## config.mk

```make
export PLATFORM = sky130hd
export DESIGN_NAME = div_seq_ctrl
export DESIGN_NICKNAME = d
export VERILOG_FILES = /design/src/rtl/div_seq_ctrl.sv
export SDC_FILE = /design/constraint.sdc
export NUM_CORES = 1
export LEC_CHECK = 0
export ABC_AREA = 1
export ABC_CLOCK_PERIOD_IN_PS = 1450
export BUFFER_PORTS_ARGS = -buffer_cell sky130_fd_sc_hd__buf_2
export CORE_MARGIN = 4
export CORE_UTILIZATION = 49
export DETAILED_ROUTE_END_ITERATION = 10
export PLACE_DENSITY = 0.81
export REMOVE_ABC_BUFFERS = 1
export SLEW_MARGIN = 10
export SYNTH_ARGS = -nofsm -noshare
export SYNTH_HDL_FRONTEND = slang
export SYNTH_SLANG_ARGS = --single-unit
```

## constraint.sdc

```tcl
create_clock -name clk -period 1.45 [get_ports clk]
set_input_delay 0.29 -clock clk [delete_from_list [all_inputs] [get_ports clk]]
set_output_delay 0.29 -clock clk [all_outputs]
set_load 0.01 [all_outputs]
```

## src/rtl/div_seq_ctrl.sv

```systemverilog
// Sequencing controller for a multicycle unsigned divider: operand sign stripping, special cases, result sign fixup.
// Optional macro DIV_SEQ_FASTPATH_EN lets divide-by-zero and signed-overflow requests finish without waiting on the divider.
module div_seq_ctrl #(
    parameter int WIDTH = 32,
    parameter int LAT   = 4
) (
    input  logic             clk,
    input  logic             rst,
    input  logic             start,
    input  logic [1:0]       op,
    input  logic [WIDTH-1:0] rs1,
    input  logic [WIDTH-1:0] rs2,
    output logic             busy,
    output logic             done,
    output logic [WIDTH-1:0] result,
    output logic [WIDTH-1:0] div_num,
    output logic [WIDTH-1:0] div_denm,
    output logic             div_sn,
    input  logic [WIDTH-1:0] div_quo,
    input  logic [WIDTH-1:0] div_rem
);

    typedef enum logic [1:0] {
        IDLE = 2'd0,
        CALC = 2'd1,
        DONE = 2'd2
    } state_t;

    localparam logic [3:0]       LAST_CNT = 4'(LAT - 1);
    localparam logic [WIDTH-1:0] ZERO     = {WIDTH{1'b0}};
    localparam logic [WIDTH-1:0] ONES     = {WIDTH{1'b1}};
    localparam logic [WIDTH-1:0] MOST_NEG = {1'b1, {(WIDTH-1){1'b0}}};

    function automatic logic [WIDTH-1:0] negate(input logic [WIDTH-1:0] val);
        return ZERO - val;
    endfunction

    function automatic logic [WIDTH-1:0] magnitude(input logic [WIDTH-1:0] val, input logic is_signed);
        logic [WIDTH-1:0] mag;
        if (is_signed && val[WIDTH-1]) begin
            mag = negate(val);
        end else begin
            mag = val;
        end
        return mag;
    endfunction

    // Architectural answers that never consult the divider
    function automatic logic [WIDTH-1:0] special_result(input logic want_rem, input logic by_zero,
                                                        input logic [WIDTH-1:0] dividend);
        logic [WIDTH-1:0] res;
        if (by_zero) begin
            res = want_rem ? dividend : ONES;
        end else begin
            res = want_rem ? ZERO : dividend;
        end
        return res;
    endfunction

    state_t           state_r;
    logic [3:0]       cnt_r;
    logic             want_rem_r;
    logic             signed_r;
    logic             q_neg_r;
    logic             r_neg_r;
    logic             by_zero_r;
    logic             overflow_r;
    logic [WIDTH-1:0] rs1_r;

    logic             signed_s;
    logic             by_zero_s;
    logic             overflow_s;
    logic [WIDTH-1:0] quo_fix_s;
    logic [WIDTH-1:0] rem_fix_s;
    logic [WIDTH-1:0] calc_result_s;

    assign div_sn = 1'b0;

    // Classify the incoming request from the raw operands
    always_comb begin
        signed_s   = ~op[0];
        by_zero_s  = (rs2 == ZERO);
        overflow_s = signed_s && (rs1 == MOST_NEG) && (rs2 == ONES);
    end

    // Restore signs on the unsigned divider outputs, or substitute the special-case answer
    always_comb begin
        quo_fix_s = (signed_r && q_neg_r) ? negate(div_quo) : div_quo;
        rem_fix_s = (signed_r && r_neg_r) ? negate(div_rem) : div_rem;
        if (by_zero_r || overflow_r) begin
            calc_result_s = special_result(want_rem_r, by_zero_r, rs1_r);
        end else if (want_rem_r) begin
            calc_result_s = rem_fix_s;
        end else begin
            calc_result_s = quo_fix_s;
        end
    end

    // Control FSM with all outputs registered; DONE accepts a new request for back-to-back issue
    always_ff @(posedge clk) begin
        if (rst) begin
            state_r    <= IDLE;
            cnt_r      <= 4'd0;
            want_rem_r <= 1'b0;
            signed_r   <= 1'b0;
            q_neg_r    <= 1'b0;
            r_neg_r    <= 1'b0;
            by_zero_r  <= 1'b0;
            overflow_r <= 1'b0;
            rs1_r      <= ZERO;
            busy       <= 1'b0;
            done       <= 1'b0;
            result     <= ZERO;
            div_num    <= ZERO;
            div_denm   <= ZERO;
        end else begin
            done <= 1'b0;
            case (state_r)
                IDLE, DONE: begin
                    if (start) begin
                        want_rem_r <= op[1];
                        signed_r   <= signed_s;
                        q_neg_r    <= rs1[WIDTH-1] ^ rs2[WIDTH-1];
                        r_neg_r    <= rs1[WIDTH-1];
                        by_zero_r  <= by_zero_s;
                        overflow_r <= overflow_s;
                        rs1_r      <= rs1;
                        div_num    <= magnitude(rs1, signed_s);
                        div_denm   <= magnitude(rs2, signed_s);
                        cnt_r      <= 4'd0;
`ifdef DIV_SEQ_FASTPATH_EN
                        if (by_zero_s || overflow_s) begin
                            state_r <= DONE;
                            busy    <= 1'b0;
                            done    <= 1'b1;
                            result  <= special_result(op[1], by_zero_s, rs1);
                        end else begin
                            state_r <= CALC;
                            busy    <= 1'b1;
                        end
`else
                        state_r <= CALC;
                        busy    <= 1'b1;
`endif
                    end else begin
                        state_r <= IDLE;
                        busy    <= 1'b0;
                    end
                end
                CALC: begin
                    if (cnt_r == LAST_CNT) begin
                        state_r <= DONE;
                        busy    <= 1'b0;
                        done    <= 1'b1;
                        result  <= calc_result_s;
                    end else begin
                        cnt_r <= cnt_r + 4'd1;
                    end
                end
                default: begin
                    state_r <= IDLE;
                    busy    <= 1'b0;
                end
            endcase
        end
    end

endmodule

```

## After elaboration in Yosys (flattened, before gate mapping)

Cells that the tools add are included.

- Input port bits: 133
- Register bits after elaboration: 142
- Word-level logic and storage cells: 64

- Reduce and logical (&&, ||, !) cells: 15
- Add/sub/neg operators: 5
- Multiplexer cells: 19
- Eq/ne operators: 8
- Bitwise gates (word level): 3

Operators with widths:

| cell | number |
|---|---|
| $mux W32 | 9 |
| $sub A1 B32 Y32 const A | 4 |
| $eq A32 B32 Y1 const B | 2 |
| $logic_not A32 Y1 | 1 |
| $mux W4 | 2 |
| $pmux W4 S2 | 1 |
| $logic_and A1 B1 Y1 | 6 |
| $ne A2 B2 Y1 const B | 3 |
| $add A4 B1 Y4 const B | 1 |
| $eq A4 B2 Y1 const B | 1 |
| $mux W1 | 4 |
| $pmux W2 S2 | 1 |
| $reduce_and A2 Y1 | 2 |
| $reduce_or A2 Y1 | 2 |
| $reduce_and A3 Y1 | 1 |
| $eq A2 B1 Y1 const B | 1 |
| $eq A2 B2 Y1 const B | 1 |
| $logic_not A2 Y1 | 1 |
| $mux W2 | 1 |
| $not A1 Y1 | 2 |
| $pmux W1 S2 | 1 |
| $reduce_bool A2 Y1 | 1 |
| $logic_or A1 B1 Y1 | 1 |
| $xor A1 B1 Y1 | 1 |

## Longest topological paths before layout

- Word-level depth: 4
- Mapped depth: 14

## Worst setup path after synthesis

No wires, ideal clock.

- Path type: in2reg
- Start: in div_rem[0]
- End: reg result[14]
- Library setup time: 0.117 ns
- Slack: -0.143 ns
- Arrival time: 1.476 ns
- Required time: 1.333 ns
- Stages on the path: 11
- Cell sequence: inv_1 > ha_1 > nand2_1 > nor2_1 > nor2_2 > nor2_4 > nand2_1 > o21ai_1 > nand2_1 > a21oi_1 > nor2_1

- Word-level cells in the longest chain between the ends: 4

RTL lines:

| item | RTL line | RTL |
|---|---|---|
| from (decl) | 20 | `input logic [WIDTH-1:0] div_rem` |
| $sub A1 B32 Y32 | 35 | `return ZERO - val;` |
| $mux W32 | 89 | `rem_fix_s = (signed_r && r_neg_r) ? negate(div_rem) : div_rem;` |
| $mux W32 | 92 | `end else if (want_rem_r) begin` |
| $mux W32 | 90 | `if (by_zero_r \|\| overflow_r) begin` |
| to (signal assigned) | 155 | `result <= calc_result_s;` |
| to (decl) | 15 | `output logic [WIDTH-1:0] result,` |

No other way between the ends.
A chain may end at the register's enable or synchronous reset.

## Worst setup path in the final report

- Start: reg cnt_r[0]
- End: reg result[11]

- Word-level cells in the longest chain between the ends: 2

RTL lines:

| item | RTL line | RTL |
|---|---|---|
| from (decl) | 61 | `logic [3:0] cnt_r;` |
| from (signal assigned) | 157 | `cnt_r <= cnt_r + 4'd1;` |
| $eq A4 B2 Y1 | 151 | `if (cnt_r == LAST_CNT) begin` |
| $reduce_and A2 Y1 (no line) | -- |  |

No other way between the ends.

==> summary.txt <==
STA
  – Fmax: 0.550 GHz
  – Final worst slack: -0.369 ns
  – Hold WS: 0.178 ns
  – Final Hold Fails: 0
  – Total Neg Setup Slack: -6.68 ns
  – Final setup fails: 43
  – Max-slew violation count: 0
  – Period utilization: 125%
  – RSZ-0062 raised after global routing: true
  – Fin crit period: 1.82 ns
  – Clk_skew: 0.00702 ns

Drt
  – Avg WL per Cell: 18.4 um
  – First-pass DRT Iterations: 6
  – Vias per cell: 5.85
  – Initial DRC Count: 1,750
  – Vias: 13,600
  – WL final: 42,800 um
  – DR DRC count: 0
  – ANT nets after route: 0

Placed design
  – Port-buffer cells: 230
  – Placed cells: 2,265
  – Final GP Congestion: 0.954
  – DP Worst Slack: -0.462 ns
  – Post-DP HPWL: 27,600 um

Clock tree
  – Clock sink count: 139
  – CTS buffer count: 17
  – CTS tree: yes
  – Worst-path clk slew: 0.06 ns
  – Worst-skew pair later-pin latency: 0.43 ns
  – H-tree levels: 4
  – CTS Hold Bufs: 0
  – Max Root-Sink Buffers: 2
  – Root buffer cell: clkbuf_16

Worst setup path
  – Startpoint Class: register
  – Required @ worst endpoint: 1.76 ns
  – CP arrival: 2.13 ns
  – Slowest cell on crit path: dfxtp_2
  – Critical path type: register to register
  – Crit path top cell by count: nand2_2
  – CP cell instances: ha_4, nand3_2, nand2_2, nand2_2, buf_4, clkinvlp_4, buf_16, o21ai_0, nor2_1
  – Buf+Inv Stages, Crit Path: 3
  – CP top delay family: buffers and inverters
  – Max incr delay on CP: 0.34 ns
  – Kind of end point of the critical path: register
  – Critical path peak fanout: 16

Global route
  – Initial antenna violation count: 2
  – Gr ovfl total: 0
  – Pin count of the biggest net entering global routing: 58
  – Global Route Usage Sum: 34.0%
  – Vias in the first global route: 12,300
  – Global-route wire length before repair: 60,400 um

Cells and area
  – Commonest non-fill, non-tap cell in the layout: nand2_1
  – Commonest cells after routing, fill and taps aside: 338 x nand2_1, 269 x buf_4, 226 x buf_2
  – Layout fillers: 1,274
  – Seq. cell area: 2790 um2
  – Nets: 2,188
  – Final core utilization: 77.1%
  – Share of layout cells above drive strength 1: 35.2%
  – Final non-filler cell total: 2,323
  – Footprint of the multi-input gates: 6250 um2
  – Layout overhead on the synthesized area: 53.9%

Logic synthesis
  – Cell variety after synth: 50
  – Ys Warns: 0
  – Post-Syn Instances: 1,569
  – EDFF count, synth: 0
  – Syn_area_per_cell: 6.02 um2
  – Mapped Area: 9440 um2
  – Ys flop type: dfxtp_1
  – Post-synthesis sequential area ratio: 29.5%
  – FFs w/ async S/R, synth: 0%
  – #FFs+latches synth: 139

Run status
  – Failing checks: negative setup slack
  – Outcome: finished with violations

Run
  – Max-cap violations: 0

Floorplan
  – Site Rows: 50
  – IO Count: 232
  – Die Width: 147 um
  – Full die area: 21,600 um2
  – Die Y: 147 um
  – CORE AREA: 18,800 um2
  – Initial Util: 50.1%

Power and ir drop
  – Leak: 7.18 nW
  – Max IR drop VDD: 0.860 mV
  – Power per Cell Area: 853 nW/um2

Min path
  – Hold Crit Class: input port to register
[sequential cells by signal (all words and copies together) (netlist names)]
name,cells
q_neg_r,1
div_denm,32
by_zero_r,1
overflow_r,1
state_r,2
r_neg_r,1
rs1_r,30
signed_r,1
done,1
cnt_r,4
div_num,32
result,32
want_rem_r,1
[tightest hold or removal path, stage by stage]
cell	delay, ns
buf_2	0.10
inv_1	0.05
nand2_1	0.05
a21oi_1	0.06
[cell type report]
| class | instances | area share, % |
|---|---|---|
| diodes | 1 | 0.0172 |
| clock buffers | 18 | 2.95 |
| clock inverters | 14 | 1.19 |
| inverters | 193 | 5.23 |
| multi-input cells | 1164 | 43.0 |
| flip-flops and latches | 139 | 19.2 |
| well taps | 260 | 2.24 |
| repair buffers | 533 | 26.1 |
| repair inverters | 1 | 0.0517 |
[report_power, final]
group	switching (W)	internal, W
sequential	0.000208	0.00415
combinational	0.00205	0.00148
clock	0.00179	0.00271
total	0.00405	0.00834
[logic make-up after synthesis]
group	Yosys count	synth area share, %
XOR/XNOR	14	1.30
adder cells (fa/ha/maj)	6	0.795
flip-flops	139	29.5
other	1	0.0397
AO/OA/AOI/OAI	324	19.1
buffers and inverters	266	11.0
AND/OR/NAND/NOR	819	38.3
[metrics by stage]
stage | cell area, um2 | power (W)
finish | 14500 | 0.0124
CTS | 13900 | 0.0119
global route | 14500 | 0.0128
global placement | 12800 | 0.00721
detailed placement | 12800 | 0.00727
floorplan | 9130 | 0.00570
[cell usage after synthesis (8+ instances only)]
cell type	n	share of area [%]
o21ai_0	137	7.3
o21ai_1	10	0.53
nor4_1	8	0.53
nor3_1	19	1.0
nand3_1	145	7.7
a21oi_1	98	5.2
o211ai_1	16	1.3
inv_1	190	7.6
nand2_1	351	14
nor2_1	212	8.4
buf_2	18	0.95
xor2_1	11	1.0
nand4_1	40	2.7
clkbuf_1	42	1.7
a211oi_1	15	1.2
buf_1	9	0.36
dfxtp_1	139	29
a31oi_1	24	1.6
[timing repair]
action,CTS,global route
gates resized for setup,114,148
pin swaps,13,52
setup endpoints to repair,44,75
buffers inserted,8,12
gates cloned,6,3
[routing by layer]
metal | global-route usage [%] | wire length [um]
met3 | 7.46 | 4540
met2 | 57.2 | 19700
met5 | 0 | 18
met1 | 40.8 | 15500
met4 | 17.7 | 2980
[path summary, 6_finish.rpt]
check	depth (start not counted)	start	slack (ns)	endpoint
worst max-delay path	9	cnt_r[0]	-0.37	result[11]
worst min-delay path	4	rs2[31]	0.18	q_neg_r
worst max register to register	9	cnt_r[0]	-0.37	result[11]
worst min register to register	2	div_denm[30]	0.48	div_denm[30]
Note: power is estimated with default switching activity, not from simulation.
